===== src/rtl/acca_mul_pipe_if.sv =====
// ----------------------------------------------------------------------------
// acca_mul_pipe_if
// Operand / product handshake bundle for acca_mul_pipe.
//   in_valid  : producer -> block, operand transfer request
//   in_ready  : block -> producer, block can accept operands
//   in_a/in_b : producer -> block, unsigned operands (W bits)
//   in_mode   : producer -> block, per-quadrant approximation mask
//   out_valid : block -> consumer, product available
//   out_ready : consumer -> block, product accepted
//   out_prod  : block -> consumer, product (2W bits)
// master = operand producer / product consumer side, slave = the multiplier.
// ----------------------------------------------------------------------------
interface acca_mul_pipe_if #(
    parameter int W = 8
);
    logic             in_valid;
    logic             in_ready;
    logic [W-1:0]     in_a;
    logic [W-1:0]     in_b;
    logic [3:0]       in_mode;
    logic             out_valid;
    logic             out_ready;
    logic [2*W-1:0]   out_prod;

    modport master (
        output in_valid, in_a, in_b, in_mode, out_ready,
        input  in_ready, out_valid, out_prod
    );

    modport slave (
        input  in_valid, in_a, in_b, in_mode, out_ready,
        output in_ready, out_valid, out_prod
    );
endinterface


===== src/rtl/acca_mul_pipe.sv =====
// ----------------------------------------------------------------------------
// acca_mul_pipe
// Three-stage pipelined quadrant-split approximate multiplier.
// Each operand is split into high/low halves; the four half-width
// sub-products are individually exact or truncated (low TRUNC bits zeroed)
// according to a per-transaction mask, then accumulated.
//
// Ports:
//   clk      : rising-edge clock
//   rst_n    : asynchronous active-low reset
//   bus      : acca_mul_pipe_if.slave (valid/ready operands in, product out)
//   err_clr  : synchronous clear of the error monitor      (ACCA_ERR_MON_EN)
//   err_acc  : saturating sum of (exact - approx)           (ACCA_ERR_MON_EN)
//   err_cnt  : saturating count of transfers with error     (ACCA_ERR_MON_EN)
//
// Optional build macro: ACCA_ERR_MON_EN adds the error monitor ports, an
// exact-product path carried alongside the pipeline, and the counters.
//
// Parameters: W operand width (even, 4..32); TRUNC truncated bits (0..W-1).
// ----------------------------------------------------------------------------
module acca_mul_pipe #(
    parameter int W     = 8,
    parameter int TRUNC = 2
) (
    input  logic                clk,
    input  logic                rst_n,
    acca_mul_pipe_if.slave      bus
`ifdef ACCA_ERR_MON_EN
    ,
    input  logic                err_clr,
    output logic [31:0]         err_acc,
    output logic [15:0]         err_cnt
`endif
);

    localparam int H = W / 2;
    localparam logic [W-1:0] TMASK = {W{1'b1}} << TRUNC;

    logic             en;
    logic             v1_q, v2_q, v3_q;
    logic [W-1:0]     a_q, b_q;
    logic [3:0]       mode_q;
    logic [W-1:0]     hh_d, hl_d, lh_d, ll_d;
    logic [W-1:0]     hh_q, hl_q, lh_q, ll_q;
    logic [2*W:0]     sum_d;
    logic [2*W-1:0]   prod_d, prod_q;
    logic             sum_unused;

    // Single global enable: the whole pipe freezes only when a product is
    // waiting at the output and the consumer refuses it.
    assign en           = !(v3_q && !bus.out_ready);
    assign bus.in_ready = en;
    assign bus.out_valid = v3_q;
    assign bus.out_prod  = prod_q;

    function automatic logic [W-1:0] sub_mul(
        input logic [H-1:0] x,
        input logic [H-1:0] y,
        input logic         apx
    );
        logic [W-1:0] q;
        q = {{H{1'b0}}, x} * {{H{1'b0}}, y};
        return apx ? (q & TMASK) : q;
    endfunction

    // mode bit0 LL, bit1 LH (al*bh), bit2 HL (ah*bl), bit3 HH
    always_comb begin
        ll_d = sub_mul(a_q[H-1:0], b_q[H-1:0], mode_q[0]);
        lh_d = sub_mul(a_q[H-1:0], b_q[W-1:H], mode_q[1]);
        hl_d = sub_mul(a_q[W-1:H], b_q[H-1:0], mode_q[2]);
        hh_d = sub_mul(a_q[W-1:H], b_q[W-1:H], mode_q[3]);
    end

    // One spare bit of headroom; truncation never exceeds the exact product,
    // so the top bit is always zero and is simply dropped.
    always_comb begin
        sum_d = ({{(W+1){1'b0}}, hh_q} << W)
              + ({{(W+1){1'b0}}, hl_q} << H)
              + ({{(W+1){1'b0}}, lh_q} << H)
              +  {{(W+1){1'b0}}, ll_q};
        prod_d     = sum_d[2*W-1:0];
        sum_unused = sum_d[2*W];
    end

    // S1: operands and mode
    always_ff @(posedge clk or negedge rst_n) begin
        if (!rst_n) begin
            v1_q   <= 1'b0;
            a_q    <= '0;
            b_q    <= '0;
            mode_q <= '0;
        end else if (en) begin
            v1_q   <= bus.in_valid;
            a_q    <= bus.in_a;
            b_q    <= bus.in_b;
            mode_q <= bus.in_mode;
        end
    end

    // S2: approximated sub-products
    always_ff @(posedge clk or negedge rst_n) begin
        if (!rst_n) begin
            v2_q <= 1'b0;
            hh_q <= '0;
            hl_q <= '0;
            lh_q <= '0;
            ll_q <= '0;
        end else if (en) begin
            v2_q <= v1_q;
            hh_q <= hh_d;
            hl_q <= hl_d;
            lh_q <= lh_d;
            ll_q <= ll_d;
        end
    end

    // S3: accumulated product
    always_ff @(posedge clk or negedge rst_n) begin
        if (!rst_n) begin
            v3_q   <= 1'b0;
            prod_q <= '0;
        end else if (en) begin
            v3_q   <= v2_q;
            prod_q <= prod_d;
        end
    end

`ifdef ACCA_ERR_MON_EN
    localparam int EW = (2 * W > 32) ? 2 * W : 32;
    localparam logic [EW:0] ACC_MAX = {{(EW-31){1'b0}}, 32'hFFFF_FFFF};

    logic [2*W-1:0]   exact_d, exact2_q, exact3_q, err_diff;
    logic [EW:0]      acc_sum;
    logic [31:0]      err_acc_d, err_acc_q;
    logic [15:0]      err_cnt_d, err_cnt_q;
    logic             out_xfer;

    assign exact_d  = {{W{1'b0}}, a_q} * {{W{1'b0}}, b_q};
    assign out_xfer = v3_q && bus.out_ready;
    assign err_acc  = err_acc_q;
    assign err_cnt  = err_cnt_q;

    // Exact product rides in lock-step with S2/S3 so it lines up with prod_q.
    always_ff @(posedge clk or negedge rst_n) begin
        if (!rst_n) begin
            exact2_q <= '0;
            exact3_q <= '0;
        end else if (en) begin
            exact2_q <= exact_d;
            exact3_q <= exact2_q;
        end
    end

    always_comb begin
        err_diff  = exact3_q - prod_q;
        acc_sum   = {{(EW-31){1'b0}}, err_acc_q} + {{(EW+1-2*W){1'b0}}, err_diff};
        err_acc_d = err_acc_q;
        err_cnt_d = err_cnt_q;
        if (err_clr) begin
            err_acc_d = '0;
            err_cnt_d = '0;
        end else if (out_xfer) begin
            err_acc_d = (acc_sum > ACC_MAX) ? 32'hFFFF_FFFF : acc_sum[31:0];
            if (err_diff != '0 && err_cnt_q != 16'hFFFF) begin
                err_cnt_d = err_cnt_q + 16'd1;
            end
        end
    end

    always_ff @(posedge clk or negedge rst_n) begin
        if (!rst_n) begin
            err_acc_q <= '0;
            err_cnt_q <= '0;
        end else begin
            err_acc_q <= err_acc_d;
            err_cnt_q <= err_cnt_d;
        end
    end
`endif

endmodule


===== src/flat_wrapper.sv =====
// flat-port wrapper written by rule: the top's interface ports become plain ports
module acca_mul_pipe_flat 
#(
    parameter int W     = 8,
    parameter int TRUNC = 2
)
  (clk, rst_n, bus_in_valid, bus_in_a, bus_in_b, bus_in_mode, bus_out_ready, bus_in_ready, bus_out_valid, bus_out_prod);
  acca_mul_pipe_if #(.W(W)) bus_i ();
  input  logic clk;
  input  logic rst_n;
  input wire logic [$bits(bus_i.in_valid)-1:0] bus_in_valid;
  input wire logic [$bits(bus_i.in_a)-1:0] bus_in_a;
  input wire logic [$bits(bus_i.in_b)-1:0] bus_in_b;
  input wire logic [$bits(bus_i.in_mode)-1:0] bus_in_mode;
  input wire logic [$bits(bus_i.out_ready)-1:0] bus_out_ready;
  output wire logic [$bits(bus_i.in_ready)-1:0] bus_in_ready;
  output wire logic [$bits(bus_i.out_valid)-1:0] bus_out_valid;
  output wire logic [$bits(bus_i.out_prod)-1:0] bus_out_prod;
  assign bus_i.in_valid = bus_in_valid;
  assign bus_i.in_a = bus_in_a;
  assign bus_i.in_b = bus_in_b;
  assign bus_i.in_mode = bus_in_mode;
  assign bus_i.out_ready = bus_out_ready;
  assign bus_in_ready = bus_i.in_ready;
  assign bus_out_valid = bus_i.out_valid;
  assign bus_out_prod = bus_i.out_prod;
  acca_mul_pipe #(.W(W), .TRUNC(TRUNC)) u_core (.clk(clk), .rst_n(rst_n), .bus(bus_i));
endmodule

===== config.mk =====
export PLATFORM = sky130hd
export DESIGN_NAME = acca_mul_pipe_flat
export DESIGN_NICKNAME = d
export VERILOG_FILES = /design/src/rtl/acca_mul_pipe_if.sv /design/src/rtl/acca_mul_pipe.sv /design/src/flat_wrapper.sv
export SDC_FILE = /design/constraint.sdc
export NUM_CORES = 1
export LEC_CHECK = 0
export ABC_AREA = 0
export BUFFER_PORTS_ARGS = -buffer_cell sky130_fd_sc_hd__buf_2
export CORE_MARGIN = 8
export CORE_UTILIZATION = 62
export CTS_BUF_LIST = sky130_fd_sc_hd__clkbuf_4 sky130_fd_sc_hd__clkbuf_8
export DETAILED_ROUTE_END_ITERATION = 8
export GPL_TIMING_DRIVEN = 0
export PLACE_DENSITY = 0.82
export SETUP_SLACK_MARGIN = 0.2
export SYNTH_ARGS = -nofsm -noshare
export SYNTH_HDL_FRONTEND = slang
export SYNTH_SLANG_ARGS = --single-unit
export TNS_END_PERCENT = 10

===== constraint.sdc =====
create_clock -name clk -period 7.85 [get_ports clk]
set_input_delay 1.57 -clock clk [delete_from_list [all_inputs] [get_ports clk]]
set_output_delay 1.57 -clock clk [all_outputs]
set_load 0.05 [all_outputs]

# Yosys cells after proc, flatten, opt, wreduce, memory -nomap -nowiden
# Index checks and enable logic that the tools add are counted.
word_totals:
  reg_bits: 71
  in_bits: 24
  output_inout_bits: 18
classes:
  n_addsub: 3
  mul: 4
  mux: 4
  n_reduce_logical: 3
op_table:
  columns: ["op", "n"]
  rows:
  - ["16-bit by 12-bit adder with 16-bit output", 2]
  - ["4-bit by 4-bit multiplier with 8-bit output", 4]
  - ["16-bit by 8-bit adder with 16-bit output", 1]
  - ["2-bit two-way mux", 4]
  - ["1-bit logical NOT", 2]
  - ["1-bit logical AND", 1]

# Logic depth before layout (Yosys ltp)
# Gate-level depths: netlist (run 1).
depth:
  depth_word: 3
  ltp_mapped: 12
  ltp_nobuf: 11

# Worst setup path before layout (run 1)
# Ideal clock, no wire load.
synth_path:
  path_kind: "input to output"
  startpoint: "input port bus_out_ready"
  endpoint: "output port bus_in_ready"
  arrival_ps: 2603
  t_required_ps: 6280
  slack_ps: 3677
  cell_stages: 5
  path_cell_list: "nor2b_1 clkbuf_1 inv_1 buf_2 buf_1"
synth_via:
  elab_chain_len: 3
synth_lines:
  columns: ["item", "line_no", "source"]
  rows:
  - ["from (decl)", "flat_wrapper.sv:15", "input wire logic [$bits(bus_i.out_ready)-1:0] bus_out_ready;"]
  - ["1-bit logical NOT", "acca_mul_pipe.sv:51", "assign en = !(v3_q && !bus.out_ready);"]
  - ["1-bit logical AND", "acca_mul_pipe.sv:51", null]
  - ["1-bit logical NOT", "acca_mul_pipe.sv:51", null]
  - ["to (decl)", "flat_wrapper.sv:16", "output wire logic [$bits(bus_i.in_ready)-1:0] bus_in_ready;"]
# No other way between the ends.

# Worst setup path in the final report (run 1)
# Same ends and word-level chain as after synthesis.

==> flow_summary.ini, run 1 <==
[setup_path]
critPathMaxFanout = 10
crit_type = in2out
ff2ff_path_depth = 11
critPathMaxStageDelay_ns = 0.45
critPathSlowestCell = buf_1
crit_path_end_kind = output port
worst_path_most_repeated_cell = buf_2
cp.required_ns = 6.28
start_kind = primary input
worst_ep_arrival_time_ns = 3.01
cp_cell_sequence = buf_2 > nor2b_1 > clkbuf_1 > inv_1 > buf_2 > buf_1 > buf_2

[sta]
rsz0062_at_grt = false
setup_violations = 0
fin_crit_sh = 0.584
tns_ns = 0
drv_slew = 0
hold_viol = 0
min_period_ns = 4.58
tightestPinTransition_ns = 0.891
slew_headroom = 0.406
finalClockSkew_ns = 0.00862
fmax_ghz = 0.218

[clock_tree]
clock_sinks = 71
insertion_delay_ns = 0.35
cts_tree = yes
cts_buffer_depth = 2
postCtsSetupBuffers = 0
clk_pin_slew_ns = 0.07
cts_buffers = 9
post_cts_resized = 0
cts.hold.buffers_added = 0
root_buffer = clkbuf_8
htreeDepth = 3

[final_layout]
num-nets-final = 672
final_cell_area_um2 = 5360
final_cell_mix = nand2_1, dfrtp_1, ha_1
n_fill_cell = 621
fin_cells = 673
diodes = 0
final_common_cell = nand2_1
syn_to_final_growth_pct = 11.5
drive_above_1_share = 0.109

[floorplanning]
die_h_um = 104
io_pins = 42
die_width_um = 104
num_rows = 32
die_area_um2 = 10800
initial_utilization = 0.632
core_area_um2 = 7610

[routing]
drt_iter0_markers = 260
vias = 3706
via_per_inst = 5.51
drt_wl_total_um = 10600
drc = 0
ant_nets = 0
first_pass_iters = 4
wl_per_cell_um = 15.8

[yosys]
ys_ff_latch = 71
ys_types = 35
yosysTopAreaCellShare = 0.370
postSynthCellCount = 515
synth-edff-count = 0
yosysSeqAreaShare = 0.370
synth.area.top_cells = dfrtp_1, ha_1, nand2_1, fa_1, and2_1
ys_warn_count = 0
syn_nets = 620
synth_top_area_cell = dfrtp_1
async_flop_share = 1.00
synth_area_um2 = 4810
syn_avg_cell_area_um2 = 9.33
synthFlopType = dfrtp_1

[place]
gp_congestion = 0.849
hpwl_um = 7770
place_inst = 658
dpl_cell_area_um2 = 5140
portBuffers = 41

[grt]
antenna_found_initial = 0
grt_start_max_net_pins = 72
track_usage = 0.206
grt_overflow = 0
first_global_vias = 3865
grt_pass1_wl_um = 18200

[min_path]
hold_path.class = reg2reg
hold_path_depth = 2

[power]
power_leakage_nw = 2.93
power.total_mw = 2.15
vdd_drop_max_mv = 0.150
cellPowerDensity_nw_per_um2 = 401

[status]
status = completed

[job]
cap_violations = 0
==> synth_stat cells (2+ instances only) <==
library cell  instances
nand2_1             144
dfrtp_1              71
ha_1                 56
and2_1               46
a21oi_1              27
fa_1                 25
inv_1                23
o21ai_0              20
xor2_1               17
a21o_1               16
clkbuf_1             13
nor2_1               13
a31o_2                4
nand3_1               4
nand3b_1              4
xnor2_1               4
buf_1                 3
o21a_1                3
buf_2                 2
mux2i_1               2
nor2b_1               2
o22ai_1               2
or3_1                 2
==> through the flow <==
stage / setup WS (ns) / util / hold WS (ns)
after global placement: 3.29 / 0.676 / 0.440
after global routing: 3.17 / 0.704 / 0.480
after CTS: 3.25 / 0.704 / 0.465
after floorplan: 3.68 / - / 0.430
after detailed placement: 3.26 / 0.676 / 0.449
final: 3.27 / 0.704 / 0.461
==> final cells by class <==
| cell class | count | area (um^2) | area share |
|---|---|---|---|
| repair buffers | 41 | 208 | 0.0388 |
| flip-flops and latches | 71 | 1780 | 0.332 |
| inverters | 23 | 86.3 | 0.0161 |
| clock buffers | 13 | 179 | 0.0334 |
| clock inverters | 2 | 37.5 | 0.00700 |
| well taps | 102 | 128 | 0.0238 |
| multi-input cells | 403 | 2870 | 0.536 |
| plain buffers | 18 | 70.1 | 0.0131 |
==> layer usage <==
layer / routed length (um) / global-route usage / up-vias
met3: 595 / 0.0384 / 20
li1: - / - / 1793
met2: 5160 / 0.329 / 92
met4: 255 / 0.100 / 0
met1: 4610 / 0.263 / 1801
met5: 0 / 0 / -
==> worst paths after layout <==
kind	start	to	slack, ns
worst max register to register	u_core.a_q[4]	u_core.hl_q[7]	4.49
max in group asynchronous	rst_n	u_core.b_q[5]	5.92
worst min-delay path	u_core.bus.out_prod[1]	u_core.bus.out_prod[1]	0.46
min in group asynchronous	rst_n	u_core.bus.out_prod[12]	1.32
worst max-delay path	bus_out_ready	bus_in_ready	3.27
worst min register to register	u_core.bus.out_prod[1]	u_core.bus.out_prod[1]	0.46
==> power breakdown <==
group | total [mW] | switching [mW] | internal (mW)
clock | 0.315 | 0.135 | 0.180
sequential | 0.623 | 0.118 | 0.506
combinational | 1.21 | 0.737 | 0.474
total | 2.15 | 0.990 | 1.16
==> flip-flops by register name, indices dropped and copies added (netlist names) <==
| register | flops |
|---|---|
| u_core.lh_q | 8 |
| u_core.bus.out_prod | 16 |
| u_core.v1_q | 1 |
| u_core.a_q | 8 |
| u_core.hh_q | 8 |
| u_core.v2_q | 1 |
| u_core.b_q | 8 |
| u_core.mode_q | 4 |
| u_core.ll_q | 8 |
| u_core.hl_q | 8 |
| u_core.bus.out_valid | 1 |
==> kinds of logic (layout without fill, tap and decap cells) <==
kind of cell / Yosys count / count (layout) / share of synthesized area
AO/OA/AOI/OAI: 80 / 80 / 0.103
XOR/XNOR: 21 / 21 / 0.0383
adder cells (fa/ha/maj): 81 / 81 / 0.250
buffers and inverters: 41 / 97 / 0.0325
flip-flops: 71 / 71 / 0.370
multiplexers: 2 / 2 / 0.00416
AND/OR/NAND/NOR: 219 / 219 / 0.203
==> worst max-delay path: cells and delay by family <==
family	cells	cell delay, ns
AND/OR/NAND/NOR	1	0.03
buffers and inverters	6	1.40
No activity file was read; power rests on OpenSTA's default activity.
==> run 2: changes to the inputs <==
--- a/config.mk
+++ b/config.mk
@@ -5,7 +5,7 @@
 export SDC_FILE = /design/constraint.sdc
 export NUM_CORES = 1
 export LEC_CHECK = 0
-export ABC_AREA = 0
+export ABC_AREA = 1
 export BUFFER_PORTS_ARGS = -buffer_cell sky130_fd_sc_hd__buf_2
 export CORE_MARGIN = 8
 export CORE_UTILIZATION = 62
==> constraint.sdc (replaced) <==
create_clock -name clk -period 4.55 [get_ports clk]
set_input_delay 0.91 -clock clk [delete_from_list [all_inputs] [get_ports clk]]
set_output_delay 0.91 -clock clk [all_outputs]
set_load 0.05 [all_outputs]
==> flow_summary.ini, run 2 <==
[sta]
rsz0062_at_grt = false
drv_slew = 0
tightestPinTransition_ns = 0.875
setup_ws_ns = 1.33
whs_ns = 0.487
hold_viol = 0
fmax_ghz = 0.311
setup_violations = 0
slew_headroom = 0.417
tns_ns = 0
min_period_ns = 3.22
fin_crit_sh = 0.707
finalClockSkew_ns = 0.0110

[clock_tree]
clk_pin_slew_ns = 0.08
cts_buffer_depth = 2
postCtsSetupBuffers = 0
clock_sinks = 71
htreeDepth = 3
cts.hold.buffers_added = 0
root_buffer = clkbuf_8
cts_tree = yes
post_cts_resized = 0
cts_buffers = 9
insertion_delay_ns = 0.36

[routing]
via_per_inst = 5.30
drt_iter0_markers = 301
wl_per_cell_um = 15.1
drt_wl_total_um = 12500
vias = 4368
drc = 0
ant_nets = 0
first_pass_iters = 5

[setup_path]
crit_path_end_kind = flip-flop
cp.required_ns = 4.80
start_kind = flip-flop
crit_type = reg2reg
critPathMaxFanout = 9
worst_ep_arrival_time_ns = 3.46

[yosys]
synth_common_cells = nand2_1, inv_1, dfrtp_1
async_flop_share = 1.00
synthFlopType = dfrtp_1
yosys.cell_count.top_type = nand2_1
synth.area.top_cells = dfrtp_1, nand2_1, ha_1, fa_1, inv_1
syn_nets = 767
synth_top_area_cell = dfrtp_1
synth-edff-count = 0
ys_ff_latch = 71
ys_types = 24
postSynthCellCount = 662
ys_warn_count = 0
yosysTopAreaCellShare = 0.346
synth_area_um2 = 5130
yosysSeqAreaShare = 0.346
syn_avg_cell_area_um2 = 7.75

[grt]
antenna_found_initial = 0
grt_pass1_wl_um = 21100
track_usage = 0.233
grt_overflow = 0
grt_start_max_net_pins = 72
first_global_vias = 4418

[final_layout]
syn_to_final_growth_pct = 11.0
fin_util = 0.700
final_cell_mix = nand2_1, inv_1, dfrtp_1
diodes = 0
final_common_cell = nand2_1
drive_above_1_share = 0.108
num-nets-final = 819
fin_cells = 824
final_cell_area_um2 = 5690
largest_reg_flops = 16

[place]
dpl_cell_area_um2 = 5470
portBuffers = 41
dp_slack_ns = 1.38
gp_congestion = 0.941
hpwl_um = 9200
place_inst = 808

[floorplanning]
io_pins = 42
core_area_um2 = 8130
die_area_um2 = 11400
initial_utilization = 0.631
die_h_um = 107
num_rows = 33
die_width_um = 107

[power]
power.total_mw = 3.83
power_leakage_nw = 3.48
cellPowerDensity_nw_per_um2 = 673
vdd_drop_max_mv = 0.342

[min_path]
hold_path.class = reg2reg

[job]
cap_violations = 0

[status]
status = completed
==> run 2: cell count changes after synthesis, sizes merged, moves of 12 or more <==
cell / previous run / this run
nand2: 144 / 247
a21o: 16 / 0
o21ai: 20 / 38
inv: 23 / 105
xor2: 17 / 1
and2: 46 / 0
a21oi: 27 / 15
nand3: 4 / 31
==> run 2: worst paths after layout <==
path / start / end / slack [ns] / cells past startpoint
worst max-delay path: u_core.a_q[4] / u_core.hl_q[6] / 1.33 / 14
worst min-delay path: u_core.bus.out_prod[3] / u_core.bus.out_prod[3] / 0.49 / 2
worst max register to register: u_core.a_q[4] / u_core.hl_q[6] / 1.33 / 14
worst min register to register: u_core.bus.out_prod[3] / u_core.bus.out_prod[3] / 0.49 / 2
max in group asynchronous: rst_n / u_core.b_q[7] / 3.32 / 1
min in group asynchronous: rst_n / u_core.bus.out_prod[6] / 0.67 / 1
==> run 2: final cells by class <==
class                      instances  area (um^2)
clock inverter                     6         93.8
timing repair buffer              41          208
inverter                         105          394
buffer                            31          146
clock buffer                      10          131
multi-input combinational        455         2810
sequential                        71         1780
fill                             662         2440
tap                              105          131
==> run 2: power breakdown <==
part	switching, mW	internal, mW	total (mW)	leakage, nW
Clock	0.268	0.319	0.586	0.110
Combinational	1.48	0.773	2.25	2.48
Sequential	0.130	0.865	0.995	0.885
==> run 2: cell families (layout without fill, tap and decap cells) <==
kind of cell	after synthesis	count (layout)	share of synthesized area
xor gates and xnor gates	7	7	0.0120
adders and majority gates	81	81	0.234
AOI/OAI and AO/OA	57	57	0.0573
DFF	71	71	0.346
and+or+nand+nor	310	310	0.245
buffers and inverters	136	193	0.105
==> run 2: critical path, stage by stage, from the launching register on <==
cell,delay [ns]
dfrtp_1,0.33
clkbuf_1,0.42
nand2_1,0.16
fa_1,0.56
inv_1,0.06
fa_1,0.56
inv_1,0.07
fa_1,0.41
inv_1,0.08
nand2_1,0.07
nand2_1,0.06
nand2_1,0.06
nand3_1,0.07
nand2_1,0.05
o22a_1,0.15
==> run 2: per-layer routing <==
layer  share of wire  track usage
met1            0.44        0.302
met2            0.47        0.383
met3           0.068       0.0438
met4           0.018       0.0794
met5               0            0
